<file path="src/rtl/rom_dl_pkg.sv">
// rtl/rom_dl_pkg.sv - shared region map, region/state enums and head decode for rom_dl_router
package rom_dl_pkg;

    // Region limits (inclusive). PORT1 starts at byte 0.
    localparam logic [24:0] P1_LIMIT  = 25'h09FFF;
    localparam logic [24:0] BR0_BASE  = 25'h0A000;
    localparam logic [24:0] BR0_LIMIT = 25'h0FFFF;
    localparam logic [24:0] P2_BASE   = 25'h10000;
    localparam logic [24:0] P2_LIMIT  = 25'h1BFFF;
    localparam logic [24:0] BR1_BASE  = 25'h1C000;
    localparam logic [24:0] BR1_LIMIT = 25'h1C31F;

    typedef enum logic [1:0] {
        PORT1,
        PORT2,
        BRAM,
        DROP
    } region_e;

    typedef enum logic [1:0] {
        IDLE,
        ISSUE,
        WAIT_ACK,
        DONE
    } state_e;

    function automatic region_e decode_region(input logic [24:0] addr);
        region_e rgn;
        if (addr <= P1_LIMIT) begin
            rgn = PORT1;
        end else if (addr >= BR0_BASE && addr <= BR0_LIMIT) begin
            rgn = BRAM;
        end else if (addr >= P2_BASE && addr <= P2_LIMIT) begin
            rgn = PORT2;
        end else if (addr >= BR1_BASE && addr <= BR1_LIMIT) begin
            rgn = BRAM;
        end else begin
            rgn = DROP;
        end
        return rgn;
    endfunction

endpackage

</file>
<file path="src/rtl/dl_fifo.sv">
// rtl/dl_fifo.sv - single-clock FIFO for buffered download bytes; pushes while full are dropped
module dl_fifo #(
    parameter int DEPTH = 4,
    parameter int WIDTH = 33,
    localparam int AW   = $clog2(DEPTH)
) (
    input  logic             clk_i,
    input  logic             rst_i,
    input  logic             push_i,
    input  logic [WIDTH-1:0] data_i,
    input  logic             pop_i,
    output logic [WIDTH-1:0] data_o,
    output logic             empty_o,
    output logic [AW:0]      count_o
);

    logic [WIDTH-1:0] mem_q [DEPTH];
    logic [AW-1:0]    wr_ptr_q;
    logic [AW-1:0]    rd_ptr_q;
    logic [AW:0]      count_q;
    logic             full;
    logic             do_push;
    logic             do_pop;

    assign full    = (count_q == (AW+1)'(DEPTH));
    assign empty_o = (count_q == '0);
    assign do_push = push_i && !full;
    assign do_pop  = pop_i && !empty_o;
    assign data_o  = mem_q[rd_ptr_q];
    assign count_o = count_q;

    // Storage array: written only on an accepted push, so a full FIFO never overwrites queued entries.
    always_ff @(posedge clk_i) begin
        if (do_push) begin
            mem_q[wr_ptr_q] <= data_i;
        end
    end

    // Pointers and occupancy; push and pop in the same cycle leave the count unchanged.
    always_ff @(posedge clk_i or posedge rst_i) begin
        if (rst_i) begin
            wr_ptr_q <= '0;
            rd_ptr_q <= '0;
            count_q  <= '0;
        end else begin
            if (do_push) begin
                wr_ptr_q <= wr_ptr_q + AW'(1);
            end
            if (do_pop) begin
                rd_ptr_q <= rd_ptr_q + AW'(1);
            end
            case ({do_push, do_pop})
                2'b10:   count_q <= count_q + (AW+1)'(1);
                2'b01:   count_q <= count_q - (AW+1)'(1);
                default: count_q <= count_q;
            endcase
        end
    end

endmodule

</file>
<file path="src/rtl/rom_dl_router.sv">
// rtl/rom_dl_router.sv - routes HPS ROM download bytes to two SDRAM ports or BRAM; ROM_DL_CHECKSUM_EN adds dl_checksum
module rom_dl_router
    import rom_dl_pkg::*;
#(
    parameter int          FIFO_DEPTH = 4,
    parameter logic [24:0] SP_BASE    = 25'h10000
) (
    input  logic        clk_mem,
    input  logic        reset,
    input  logic        ioctl_download,
    input  logic        ioctl_wr,
    input  logic [24:0] ioctl_addr,
    input  logic [7:0]  ioctl_dout,
    input  logic [7:0]  ioctl_index,
    output logic        ioctl_wait,
    output logic        port1_req,
    input  logic        port1_ack,
    output logic [22:0] port1_a,
    output logic [1:0]  port1_ds,
    output logic [15:0] port1_d,
    output logic        port2_req,
    input  logic        port2_ack,
    output logic [22:0] port2_a,
    output logic [1:0]  port2_ds,
    output logic [15:0] port2_d,
    output logic        dl_wr,
    output logic [16:0] dl_addr,
    output logic [7:0]  dl_data,
    output logic        rom_loaded
`ifdef ROM_DL_CHECKSUM_EN
    ,
    output logic [15:0] dl_checksum
`endif
);

    localparam int            CW       = $clog2(FIFO_DEPTH) + 1;
    localparam logic [CW-1:0] WAIT_LVL = CW'(FIFO_DEPTH - 1);

    logic          wr_q;
    logic          dl_q;
    logic          fell_q;
    logic          wr_rise;
    logic          dl_rise;
    logic          dl_fall;
    logic          accept;
    logic          pop;
    logic          fifo_empty;
    logic [CW-1:0] fifo_count;
    logic [32:0]   head;
    logic [24:0]   head_addr;
    logic [7:0]    head_data;
    logic [23:0]   sp_off;
    region_e       head_rgn;

    state_e        state_q, state_d;
    logic          sel_p2_q, sel_p2_d;
    logic          p1_req_q, p1_req_d;
    logic [22:0]   p1_a_q, p1_a_d;
    logic [1:0]    p1_ds_q, p1_ds_d;
    logic [15:0]   p1_d_q, p1_d_d;
    logic          p2_req_q, p2_req_d;
    logic [22:0]   p2_a_q, p2_a_d;
    logic [1:0]    p2_ds_q, p2_ds_d;
    logic [15:0]   p2_d_q, p2_d_d;
    logic          dl_wr_q, dl_wr_d;
    logic [16:0]   dl_addr_q, dl_addr_d;
    logic [7:0]    dl_data_q, dl_data_d;

    assign wr_rise = ioctl_wr && !wr_q;
    assign dl_rise = ioctl_download && !dl_q;
    assign dl_fall = !ioctl_download && dl_q;
    // dl_q keeps a strobe landing on the same cycle download drops inside the window.
    assign accept  = wr_rise && (ioctl_download || dl_q) && (ioctl_index == 8'd0);

    dl_fifo #(
        .DEPTH (FIFO_DEPTH),
        .WIDTH (33)
    ) u_fifo (
        .clk_i   (clk_mem),
        .rst_i   (reset),
        .push_i  (accept),
        .data_i  ({ioctl_addr, ioctl_dout}),
        .pop_i   (pop),
        .data_o  (head),
        .empty_o (fifo_empty),
        .count_o (fifo_count)
    );

    assign head_addr = head[32:8];
    assign head_data = head[7:0];
    assign head_rgn  = decode_region(head_addr);
    assign sp_off    = head_addr[23:0] - SP_BASE[23:0];

    assign ioctl_wait = (fifo_count >= WAIT_LVL);
    assign rom_loaded = (state_q == DONE);
    assign port1_req  = p1_req_q;
    assign port1_a    = p1_a_q;
    assign port1_ds   = p1_ds_q;
    assign port1_d    = p1_d_q;
    assign port2_req  = p2_req_q;
    assign port2_a    = p2_a_q;
    assign port2_ds   = p2_ds_q;
    assign port2_d    = p2_d_q;
    assign dl_wr      = dl_wr_q;
    assign dl_addr    = dl_addr_q;
    assign dl_data    = dl_data_q;

    // Strobe/download edge history and the "download has ended" flag.
    always_ff @(posedge clk_mem or posedge reset) begin
        if (reset) begin
            wr_q   <= 1'b0;
            dl_q   <= 1'b0;
            fell_q <= 1'b0;
        end else begin
            wr_q <= ioctl_wr;
            dl_q <= ioctl_download;
            if (dl_rise) begin
                fell_q <= 1'b0;
            end else if (dl_fall) begin
                fell_q <= 1'b1;
            end
        end
    end

    // Drain FSM. The head is popped when its request is issued; the port registers then hold
    // address/data stable until the ack, so the FIFO plus the in-flight entry buffer DEPTH+1 bytes.
    always_comb begin
        state_d   = state_q;
        sel_p2_d  = sel_p2_q;
        p1_req_d  = p1_req_q;
        p1_a_d    = p1_a_q;
        p1_ds_d   = p1_ds_q;
        p1_d_d    = p1_d_q;
        p2_req_d  = p2_req_q;
        p2_a_d    = p2_a_q;
        p2_ds_d   = p2_ds_q;
        p2_d_d    = p2_d_q;
        dl_wr_d   = 1'b0;
        dl_addr_d = dl_addr_q;
        dl_data_d = dl_data_q;
        pop       = 1'b0;
        case (state_q)
            IDLE: begin
                if (!fifo_empty) begin
                    state_d = ISSUE;
                end else if (fell_q && !ioctl_download) begin
                    state_d = DONE;
                end
            end
            ISSUE: begin
                case (head_rgn)
                    PORT1: begin
                        // A stale ack left over from before reset must settle before toggling.
                        if (port1_ack == p1_req_q) begin
                            p1_req_d = !p1_req_q;
                            p1_a_d   = head_addr[23:1];
                            p1_ds_d  = {head_addr[0], !head_addr[0]};
                            p1_d_d   = {head_data, head_data};
                            sel_p2_d = 1'b0;
                            pop      = 1'b1;
                            state_d  = WAIT_ACK;
                        end
                    end
                    PORT2: begin
                        if (port2_ack == p2_req_q) begin
                            p2_req_d = !p2_req_q;
                            p2_a_d   = {sp_off[23:16], sp_off[13:0], sp_off[15]};
                            p2_ds_d  = {sp_off[14], !sp_off[14]};
                            p2_d_d   = {head_data, head_data};
                            sel_p2_d = 1'b1;
                            pop      = 1'b1;
                            state_d  = WAIT_ACK;
                        end
                    end
                    BRAM: begin
                        dl_wr_d   = 1'b1;
                        dl_addr_d = head_addr[16:0];
                        dl_data_d = head_data;
                        pop       = 1'b1;
                        state_d   = IDLE;
                    end
                    default: begin
                        pop     = 1'b1;
                        state_d = IDLE;
                    end
                endcase
            end
            WAIT_ACK: begin
                if (sel_p2_q ? (port2_ack == p2_req_q) : (port1_ack == p1_req_q)) begin
                    state_d = IDLE;
                end
            end
            DONE: begin
                if (dl_rise) begin
                    state_d = IDLE;
                end
            end
            default: state_d = IDLE;
        endcase
    end

    // FSM state and registered port/BRAM outputs.
    always_ff @(posedge clk_mem or posedge reset) begin
        if (reset) begin
            state_q   <= IDLE;
            sel_p2_q  <= 1'b0;
            p1_req_q  <= 1'b0;
            p1_a_q    <= '0;
            p1_ds_q   <= '0;
            p1_d_q    <= '0;
            p2_req_q  <= 1'b0;
            p2_a_q    <= '0;
            p2_ds_q   <= '0;
            p2_d_q    <= '0;
            dl_wr_q   <= 1'b0;
            dl_addr_q <= '0;
            dl_data_q <= '0;
        end else begin
            state_q   <= state_d;
            sel_p2_q  <= sel_p2_d;
            p1_req_q  <= p1_req_d;
            p1_a_q    <= p1_a_d;
            p1_ds_q   <= p1_ds_d;
            p1_d_q    <= p1_d_d;
            p2_req_q  <= p2_req_d;
            p2_a_q    <= p2_a_d;
            p2_ds_q   <= p2_ds_d;
            p2_d_q    <= p2_d_d;
            dl_wr_q   <= dl_wr_d;
            dl_addr_q <= dl_addr_d;
            dl_data_q <= dl_data_d;
        end
    end

`ifdef ROM_DL_CHECKSUM_EN
    logic [15:0] csum_q;

    assign dl_checksum = csum_q;

    // Running sum of accepted bytes, restarted when a new download begins.
    always_ff @(posedge clk_mem or posedge reset) begin
        if (reset) begin
            csum_q <= '0;
        end else if (dl_rise) begin
            csum_q <= accept ? {8'h00, ioctl_dout} : 16'h0000;
        end else if (accept) begin
            csum_q <= csum_q + {8'h00, ioctl_dout};
        end
    end
`endif

endmodule

</file>
<file path="config.mk">
export PLATFORM = sky130hd
export DESIGN_NAME = rom_dl_router
export DESIGN_NICKNAME = d
export VERILOG_FILES = /design/src/rtl/rom_dl_pkg.sv /design/src/rtl/dl_fifo.sv /design/src/rtl/rom_dl_router.sv
export SDC_FILE = /design/constraint.sdc
export NUM_CORES = 1
export LEC_CHECK = 0
export CAP_MARGIN = 20
export CORE_ASPECT_RATIO = 1.4
export CORE_UTILIZATION = 48
export DETAILED_ROUTE_END_ITERATION = 16
export GPL_ROUTABILITY_DRIVEN = 0
export PLACE_DENSITY_LB_ADDON = 0.05
export SYNTH_ARGS = -nofsm -noshare
export SYNTH_HDL_FRONTEND = slang
export SYNTH_SLANG_ARGS = --single-unit
</file>
<file path="constraint.sdc">
create_clock -name clk_mem -period 3.39 [get_ports clk_mem]
set_input_delay 0.678 -clock clk_mem [delete_from_list [all_inputs] [get_ports clk_mem]]
set_output_delay 0.678 -clock clk_mem [all_outputs]
set_load 0.05 [all_outputs]
</file>
Word-level counts from Yosys, hierarchy flattened
Memories as Yosys holds them, arrays and structs flattened.
Cells that the tools add are included.
Storage, ports and cells
  register bits: 123
  latch bits: 0
  memory bits (writable): 132
  bits in read-only memories: 0
  input bits: 47
  word-level logic and storage cells: 110
  memories kept: 1
Cells by class
  add/sub/neg operators: 5
  multiply operators: 0
  div/mod/pow operators: 0
  magnitude comparators: 8
  equality and inequality tests: 17
  shift operators: 0
  multiplexer cells: 27
  bitwise logic cells: 0
  reductions and logical operators: 33
Memories
  u_fifo.mem_q: depth 4, bits a word 33, read ports 1, clocked after memory_dff 0, write ports 1, line dl_fifo.sv:17  | logic [WIDTH-1:0] mem_q [DEPTH];
Operators by type and width (count)
  25-bit by 17-bit greater-or-equal comparator with 1-bit output (second input constant): 2
  25-bit by 16-bit less-or-equal comparator with 1-bit output (second input constant): 2
  25-bit by 17-bit less-or-equal comparator with 1-bit output (second input constant): 2
  25-bit by 16-bit greater-or-equal comparator with 1-bit output (second input constant): 1
  24-bit by 17-bit subtractor with 24-bit output (second input constant): 1
  2-bit 2-to-1 mux: 9
  1-bit 2-to-1 mux: 13
  1-bit logical AND: 11
  1-bit logical NOT: 9
  3-bit != test (second input constant): 3
  2-bit equality test (second input constant): 4
  8-bit logical NOT: 1
  2-bit one-hot mux with 4 select lines: 1
  2-bit by 1-bit equality test with 1-bit output (second input constant): 3
  2-bit != test (second input constant): 3
  3-bit one-hot mux with 2 select lines: 1
  3-bit AND reduction: 2
  2-bit nonzero test: 3
  5-bit AND reduction: 1
  2-bit by 1-bit adder with 2-bit output (second input constant): 2
  2-bit logical NOT: 2
  1-bit one-hot mux with 2 select lines: 2
  2-bit one-hot mux with 2 select lines: 1
  4-bit AND reduction: 1
  other kinds (9): 10

Longest topological paths before layout
An unclocked memory read counts as a cell.
  word-level depth: 13
  depth in mapped cells: 17
  mapped depth without buffers: 14

By module
Synthesis repeated with hierarchy kept, for this count alone.
Unflattened totals
  cell total of the unflattened synthesis: 530
  area, all modules: 9567.9 um2
By module, submodules not included
  dl_fifo: instances 1, cells an instance 211, area an instance 5246.3 um2, sequential area each 4139.0 um2
  rom_dl_router: instances 1, cells an instance 319, area an instance 4321.6 um2, sequential area each 2502.4 um2

Worst setup path after synthesis
Ideal clock, no wire load.
  path kind: reg-to-reg
  start point: register u_fifo.rd_ptr_q[0]
  end point: register u_fifo.count_q[2] (netlist: u_fifo.count_o[2])
  setup time: 79 ps
  arrival: 3363 ps
  setup slack: -52 ps
  cell stages (with the launch flop): 16
  period minus slack after synthesis: 3442 ps
  cell sequence: dfrtp_1 > buf_6 > buf_8 > mux4_2 > nand4_1 > nor4_1 > mux2_2 > nor2_1 > a2111oi_1 > o21a_1 > ha_1 > inv_1 > fa_1 > xor2_1 > nor2_1 > xor2_1
On the way
  word-level cells in the longest chain between the ends: 13
  elaborated cells between the ends (all ways): 24
  classes of those cells: order compare (7); eq/ne (3); mux (7); reduce/logical (6); memory (1)
Ends and longest elaborated chain
  start: declaration: line dl_fifo.sv:19  | logic [AW-1:0] rd_ptr_q;
  start signal: assignment: line dl_fifo.sv:50  | rd_ptr_q <= rd_ptr_q + AW'(1);
  memory 4 x 33 bit (*)
  25-bit by 17-bit greater-or-equal comparator with 1-bit output or 25-bit by 17-bit less-or-equal comparator with 1-bit output (tied branches): line rom_dl_pkg.sv:35  | end else if (addr >= BR1_BASE && addr <= BR1_LIMIT) begin
  1-bit logical AND: line rom_dl_pkg.sv:35
  1-bit 2-to-1 mux: line rom_dl_pkg.sv:35
  2-bit 2-to-1 mux: line rom_dl_pkg.sv:33  | end else if (addr >= P2_BASE && addr <= P2_LIMIT) begin
  2-bit 2-to-1 mux: line rom_dl_pkg.sv:31  | end else if (addr >= BR0_BASE && addr <= BR0_LIMIT) begin
  2-bit 2-to-1 mux (*): line rom_dl_pkg.sv:29  | if (addr <= P1_LIMIT) begin
  2-bit by 1-bit equality test with 1-bit output or 2-bit logical NOT (tied branches): line rom_dl_router.sv:151  | case (head_rgn)
  1-bit one-hot mux with 2 select lines (*): line rom_dl_router.sv:151
  1-bit 2-to-1 mux (*): line rom_dl_router.sv:142  | case (state_q)
  1-bit logical AND (*): line dl_fifo.sv:28  | assign do_pop = pop_i && !empty_o;
  named net u_fifo.do_pop: line dl_fifo.sv:23  | logic do_pop;
  2-bit by 1-bit equality test with 1-bit output or 2-bit equality test (tied branches): line dl_fifo.sv:52  | case ({do_push, do_pop})
  3-bit one-hot mux with 2 select lines or 2-bit nonzero test (tied branches)
  end signal: assignment: line dl_fifo.sv:53  | 2'b10: count_q <= count_q + (AW+1)'(1);
  end signal: assignment: line dl_fifo.sv:54  | 2'b01: count_q <= count_q - (AW+1)'(1);
  end signal: assignment: line dl_fifo.sv:55  | default: count_q <= count_q;
  end: declaration: line dl_fifo.sv:20  | logic [AW:0] count_q;
The timed path passes the listed nets; every way through them passes the cells marked *.
A chain may end at the register's enable or synchronous reset.

Worst setup path after layout
Ends and elaborated chain as after synthesis.

==> impl_results.html <==
<table>
<tr><th>Metric</th><th>Value</th></tr>
<tr><th colspan="2">Hold path</th></tr>
<tr><td>Worst Min Path Start</td><td>dl_addr[15]</td></tr>
<tr><td>Hold Path Depth</td><td>1</td></tr>
<tr><td>Endpoint with the worst hold slack</td><td>dl_addr[15]</td></tr>
<tr><td>Hold WC Path Type</td><td>flip-flop to flip-flop</td></tr>
<tr><th colspan="2">Critical path</th></tr>
<tr><td>Reg2Reg Launch Point</td><td>u_fifo.rd_ptr_q[0]</td></tr>
<tr><td>Worst setup SP type</td><td>flip-flop</td></tr>
<tr><td>Destination of the worst register-to-register timing path</td><td>u_fifo.count_o[2]</td></tr>
<tr><td>Cells on worst reg2reg path</td><td>14</td></tr>
<tr><td>CP arrival</td><td>3.77 ns</td></tr>
<tr><td>FF-to-FF setup slack</td><td>0.04 ns</td></tr>
<tr><td>Crit end category</td><td>flip-flop</td></tr>
<tr><td>Worst Setup Path Type</td><td>flip-flop to flip-flop</td></tr>
<tr><td>Max Fanout on Critical Path</td><td>6</td></tr>
<tr><td>Critical Path RT</td><td>3.82 ns</td></tr>
<tr><th colspan="2">Timing</th></tr>
<tr><td>Max-slew violation total from the final report</td><td>0</td></tr>
<tr><td>Highest Clock Rate</td><td>0.299 GHz</td></tr>
<tr><td>RSZ-0062 raised after global routing</td><td>yes</td></tr>
<tr><td>Post-Route Hold Slack</td><td>0.471 ns</td></tr>
<tr><td>Final period demand of the worst path</td><td>3.35 ns</td></tr>
<tr><td>Setup Viol. Count Final</td><td>0</td></tr>
<tr><td>Final critical-path share of the clock period</td><td>0.987</td></tr>
<tr><td>Max-slew headroom at the worst pin</td><td>0.607</td></tr>
<tr><td>Count of final hold-check violations</td><td>0</td></tr>
<tr><td>Slew at the pin closest to its max-slew limit</td><td>0.589 ns</td></tr>
<tr><td>Worst Slack Setup Final</td><td>0.0446 ns</td></tr>
<tr><td>Accumulated negative setup slack</td><td>0 ns</td></tr>
<tr><td>Post-route clock skew</td><td>0.00669 ns</td></tr>
<tr><th colspan="2">Finish</th></tr>
<tr><td>NumNets Final</td><td>804</td></tr>
<tr><td>Antenna Diode Count</td><td>0</td></tr>
<tr><td>FILL cells</td><td>1405</td></tr>
<tr><td>Total area of multi-input combinational cells</td><td>0.00268 mm²</td></tr>
<tr><td>Storage cell area</td><td>0.00664 mm²</td></tr>
<tr><td>Fin cells</td><td>1010</td></tr>
<tr><td>Summed area of non-filler cells in the final layout</td><td>0.0125 mm²</td></tr>
<tr><td>Proportion of layout cells with a drive suffix above 1</td><td>0.265</td></tr>
<tr><td>Synthesis-to-finish area growth</td><td>31.6%</td></tr>
<tr><th colspan="2">Routing</th></tr>
<tr><td>Drc violations</td><td>0</td></tr>
<tr><td>Final WL</td><td>19.8 mm</td></tr>
<tr><td>First-pass iteration count of the detailed router</td><td>4</td></tr>
<tr><td>Via count</td><td>5280</td></tr>
<tr><td>Routed vias/inst</td><td>5.23</td></tr>
<tr><td>Starting DRT DRC Count</td><td>345</td></tr>
<tr><td>Post-DRT Antenna Nets</td><td>0</td></tr>
<tr><td>Routed len/inst</td><td>19.6 µm</td></tr>
<tr><th colspan="2">GRT</th></tr>
<tr><td>Remaining Overflow, GRT</td><td>0</td></tr>
<tr><td>Number of antenna violations at the first check in global routing</td><td>0</td></tr>
<tr><td>Wire length of the first global-routing pass</td><td>31.5 mm</td></tr>
<tr><td>Tot GR Track Use</td><td>0.201</td></tr>
<tr><td>Maximum number of pins on one net before global-route repair</td><td>82</td></tr>
<tr><td>Number of global-route vias before repair</td><td>5674</td></tr>
<tr><th colspan="2">Synthesis</th></tr>
<tr><td>Portion of the post-synthesis area used by sequential elements</td><td>0.697</td></tr>
<tr><td>Number of distinct standard cells referenced by the synthesized netlist</td><td>55</td></tr>
<tr><td>Syn Std Cell Area</td><td>0.00953 mm²</td></tr>
<tr><td>Seq cells post-synth</td><td>239</td></tr>
<tr><td>Async S/R FF share, synth</td><td>0.448</td></tr>
<tr><td>Top FF cell, synth</td><td>sky130_fd_sc_hd__edfxtp_1</td></tr>
<tr><td>Synthesized instance count</td><td>547</td></tr>
<tr><td>Yosys warning total</td><td>0</td></tr>
<tr><td>Mapped Avg Cell Area</td><td>17.4 µm²</td></tr>
<tr><td>Post-synth EDFFs</td><td>132</td></tr>
<tr><td>Number of nets in the synthesized netlist</td><td>605</td></tr>
<tr><th colspan="2">CTS</th></tr>
<tr><td>Clk buf depth</td><td>3</td></tr>
<tr><td>Number of clock buffers inserted by TritonCTS</td><td>22</td></tr>
<tr><td>Clk sinks</td><td>239</td></tr>
<tr><td>Clk pin slew, worst setup/hold paths</td><td>0.06 ns</td></tr>
<tr><td>Root cell of the clock tree</td><td>sky130_fd_sc_hd__clkbuf_16</td></tr>
<tr><td>Clock tree from TritonCTS</td><td>built</td></tr>
<tr><td>Max H-tree Level</td><td>1</td></tr>
<tr><td>Clock insertion delay at the later pin of the skew report</td><td>0.50 ns</td></tr>
<tr><th colspan="2">Place</th></tr>
<tr><td>Post-Place Worst Slack</td><td>-0.127 ns</td></tr>
<tr><td>Number of cells in the design after placement</td><td>965</td></tr>
<tr><td>HPWL Detailed</td><td>13.7 mm</td></tr>
<tr><td>Number of port buffers</td><td>158</td></tr>
<tr><td>Post-detailed-placement cell area</td><td>0.0117 mm²</td></tr>
<tr><th colspan="2">Floorplan</th></tr>
<tr><td>Die area</td><td>0.0204 mm²</td></tr>
<tr><td>Initial cell density of the core</td><td>0.492</td></tr>
<tr><td>Core Box Area</td><td>0.0194 mm²</td></tr>
<tr><td>Vertical die dimension</td><td>169 µm</td></tr>
<tr><td>Floorplan row count</td><td>60</td></tr>
<tr><td>Width of the die</td><td>121 µm</td></tr>
<tr><td>Number of placed I/O pins</td><td>159</td></tr>
<tr><th colspan="2">Status</th></tr>
<tr><td>Run status</td><td>finished clean</td></tr>
<tr><th colspan="2">Pwr</th></tr>
<tr><td>Leakage power</td><td>5.03 nW</td></tr>
<tr><td>Maximum resistive drop on vdd</td><td>0.000485 V</td></tr>
<tr><td>Areal power density over the cells</td><td>667 mW/mm²</td></tr>
<tr><th colspan="2">Job</th></tr>
<tr><td>Count of maximum capacitance violations</td><td>0</td></tr>
</table>
[flip-flops by register name (all words and copies together), names as in the netlist, 2 cells and up]
register,count
dl_addr,17
dl_data,8
port1_a,23
port1_d,8
port1_ds,2
port2_a,23
port2_d,8
port2_ds,2
state_q,2
u_fifo.count_o,3
u_fifo.mem_q,132
u_fifo.rd_ptr_q,2
u_fifo.wr_ptr_q,2
[cell usage in the layout, fill, tap and decap left out, types with 7 or more instances in the layout]
cell type	instances
sky130_fd_sc_hd__a21oi_1	10
sky130_fd_sc_hd__clkdlybuf4s50_1	158
sky130_fd_sc_hd__nor2b_1	8
sky130_fd_sc_hd__inv_1	12
sky130_fd_sc_hd__ha_1	8
sky130_fd_sc_hd__nand2_1	19
sky130_fd_sc_hd__mux2_2	51
sky130_fd_sc_hd__mux2_4	20
sky130_fd_sc_hd__buf_4	37
sky130_fd_sc_hd__clkbuf_16	23
sky130_fd_sc_hd__edfxtp_1	132
sky130_fd_sc_hd__o21ai_0	10
sky130_fd_sc_hd__dfrtp_1	106
sky130_fd_sc_hd__mux4_2	26
sky130_fd_sc_hd__nor2_1	16
sky130_fd_sc_hd__and2_1	8
sky130_fd_sc_hd__buf_12	11
sky130_fd_sc_hd__nor4_1	7
[layout make-up]
type,instances,share of cell area
Sequential cell,239,0.530
Tap cell,248,0.0247
Timing Repair Buffer,209,0.169
Multi-Input combinational cell,260,0.213
Clock buffer,29,0.0485
Clock inverter,11,0.0107
Inverter,14,0.00449
[worst max-delay path by stage]
| stage | from | end | slack, ns | cells after the start |
|---|---|---|---|---|
| after floorplan | u_fifo.rd_ptr_q[0] | u_fifo.count_o[2] | 0.02 | 15 |
| after global placement | u_fifo.rd_ptr_q[0] | u_fifo.count_o[2] | -0.02 | 14 |
| after detailed placement | u_fifo.rd_ptr_q[0] | u_fifo.count_o[2] | -0.13 | 14 |
| after CTS | u_fifo.rd_ptr_q[0] | u_fifo.count_o[2] | -0.04 | 14 |
| after global routing | u_fifo.rd_ptr_q[0] | u_fifo.count_o[2] | -0.16 | 15 |
| final | u_fifo.rd_ptr_q[0] | u_fifo.count_o[2] | 0.04 | 14 |
[what timing repair did]
item                       in CTS  in global routing
pin swaps                       3                  6
setup buffers                   3                  2
hold buffers                    0                  0
resized for setup               3                 16
setup endpoints to repair       1                 13
[cell usage after synthesis (all sizes together), types with 2 or more instances]
master,number,area (µm²)
o21a,5,37.5
xnor2,6,52.6
mux2,75,916
dfrtp,107,2680
o311ai,2,35.0
nor2,17,63.8
nand4,6,52.6
and2,8,50.1
nand3,7,35.0
nor4,11,75.1
nor2b,8,50.1
nand2b,2,12.5
ha,10,125
buf,31,229
a2111oi,2,18.8
o211ai,2,15.0
clkbuf,3,11.3
nor3,5,30.0
nor4b,2,32.5
mux4,26,586
xor2,5,43.8
mux2i,4,40.0
o21ai,11,55.1
inv,14,52.6
a21oi,10,50.1
a211oi,2,15.0
edfxtp,132,3960
nand2,19,71.3
[cell families after synthesis]
kind of cell / count (synthesis) / synth area share
flip-flops: 239 / 0.697
multiplexers: 105 / 0.162
AND/OR/NAND/NOR: 92 / 0.0556
buffers and inverters: 48 / 0.0307
AO/OA/AOI/OAI: 41 / 0.0301
XOR/XNOR: 11 / 0.0101
adder cells (fa/ha/maj): 11 / 0.0152
[critical path: stages, from the launching register on]
cell and delay (ns):
sky130_fd_sc_hd__dfrtp_2 0.44, sky130_fd_sc_hd__buf_8 0.15, sky130_fd_sc_hd__mux4_2 0.34, sky130_fd_sc_hd__nand4_1 0.21
sky130_fd_sc_hd__nor4_4 0.35, sky130_fd_sc_hd__mux2_4 0.21, sky130_fd_sc_hd__nor2_2 0.04, sky130_fd_sc_hd__a2111oi_2 0.34
sky130_fd_sc_hd__o21a_1 0.21, sky130_fd_sc_hd__ha_2 0.18, sky130_fd_sc_hd__inv_1 0.05, sky130_fd_sc_hd__fa_2 0.33
sky130_fd_sc_hd__xor2_1 0.15, sky130_fd_sc_hd__nor2_1 0.12, sky130_fd_sc_hd__xor2_1 0.15
[per-stage QoR]
stage           util  power (W)
2_1_floorplan      -    0.00487
5_1_grt        0.648    0.00872
3_5_place_dp   0.603    0.00580
4_1_cts        0.643    0.00836
6_report       0.648    0.00836
3_3_place_gp   0.603    0.00576
[routing by layer]
metal  GRT usage  routed length, µm  share of wire  vias up
met2       0.343              10200           0.52      122
met3      0.0273                734          0.037       28
met5           0                  0              0        -
li1            -                  -              -     2451
met1       0.272               8490           0.43     2679
met4      0.0542                350          0.018        0
[power by group]
part / switching, W / internal [W] / total (W) / leakage (nW)
sequential: 0.000119 / 0.00321 / 0.00333 / 2.64
clock: 0.00103 / 0.00149 / 0.00252 / 0.363
combinational: 0.00140 / 0.00112 / 0.00251 / 2.02
total: 0.00255 / 0.00582 / 0.00836 / 5.03
(Power assumes the default switching activity.)
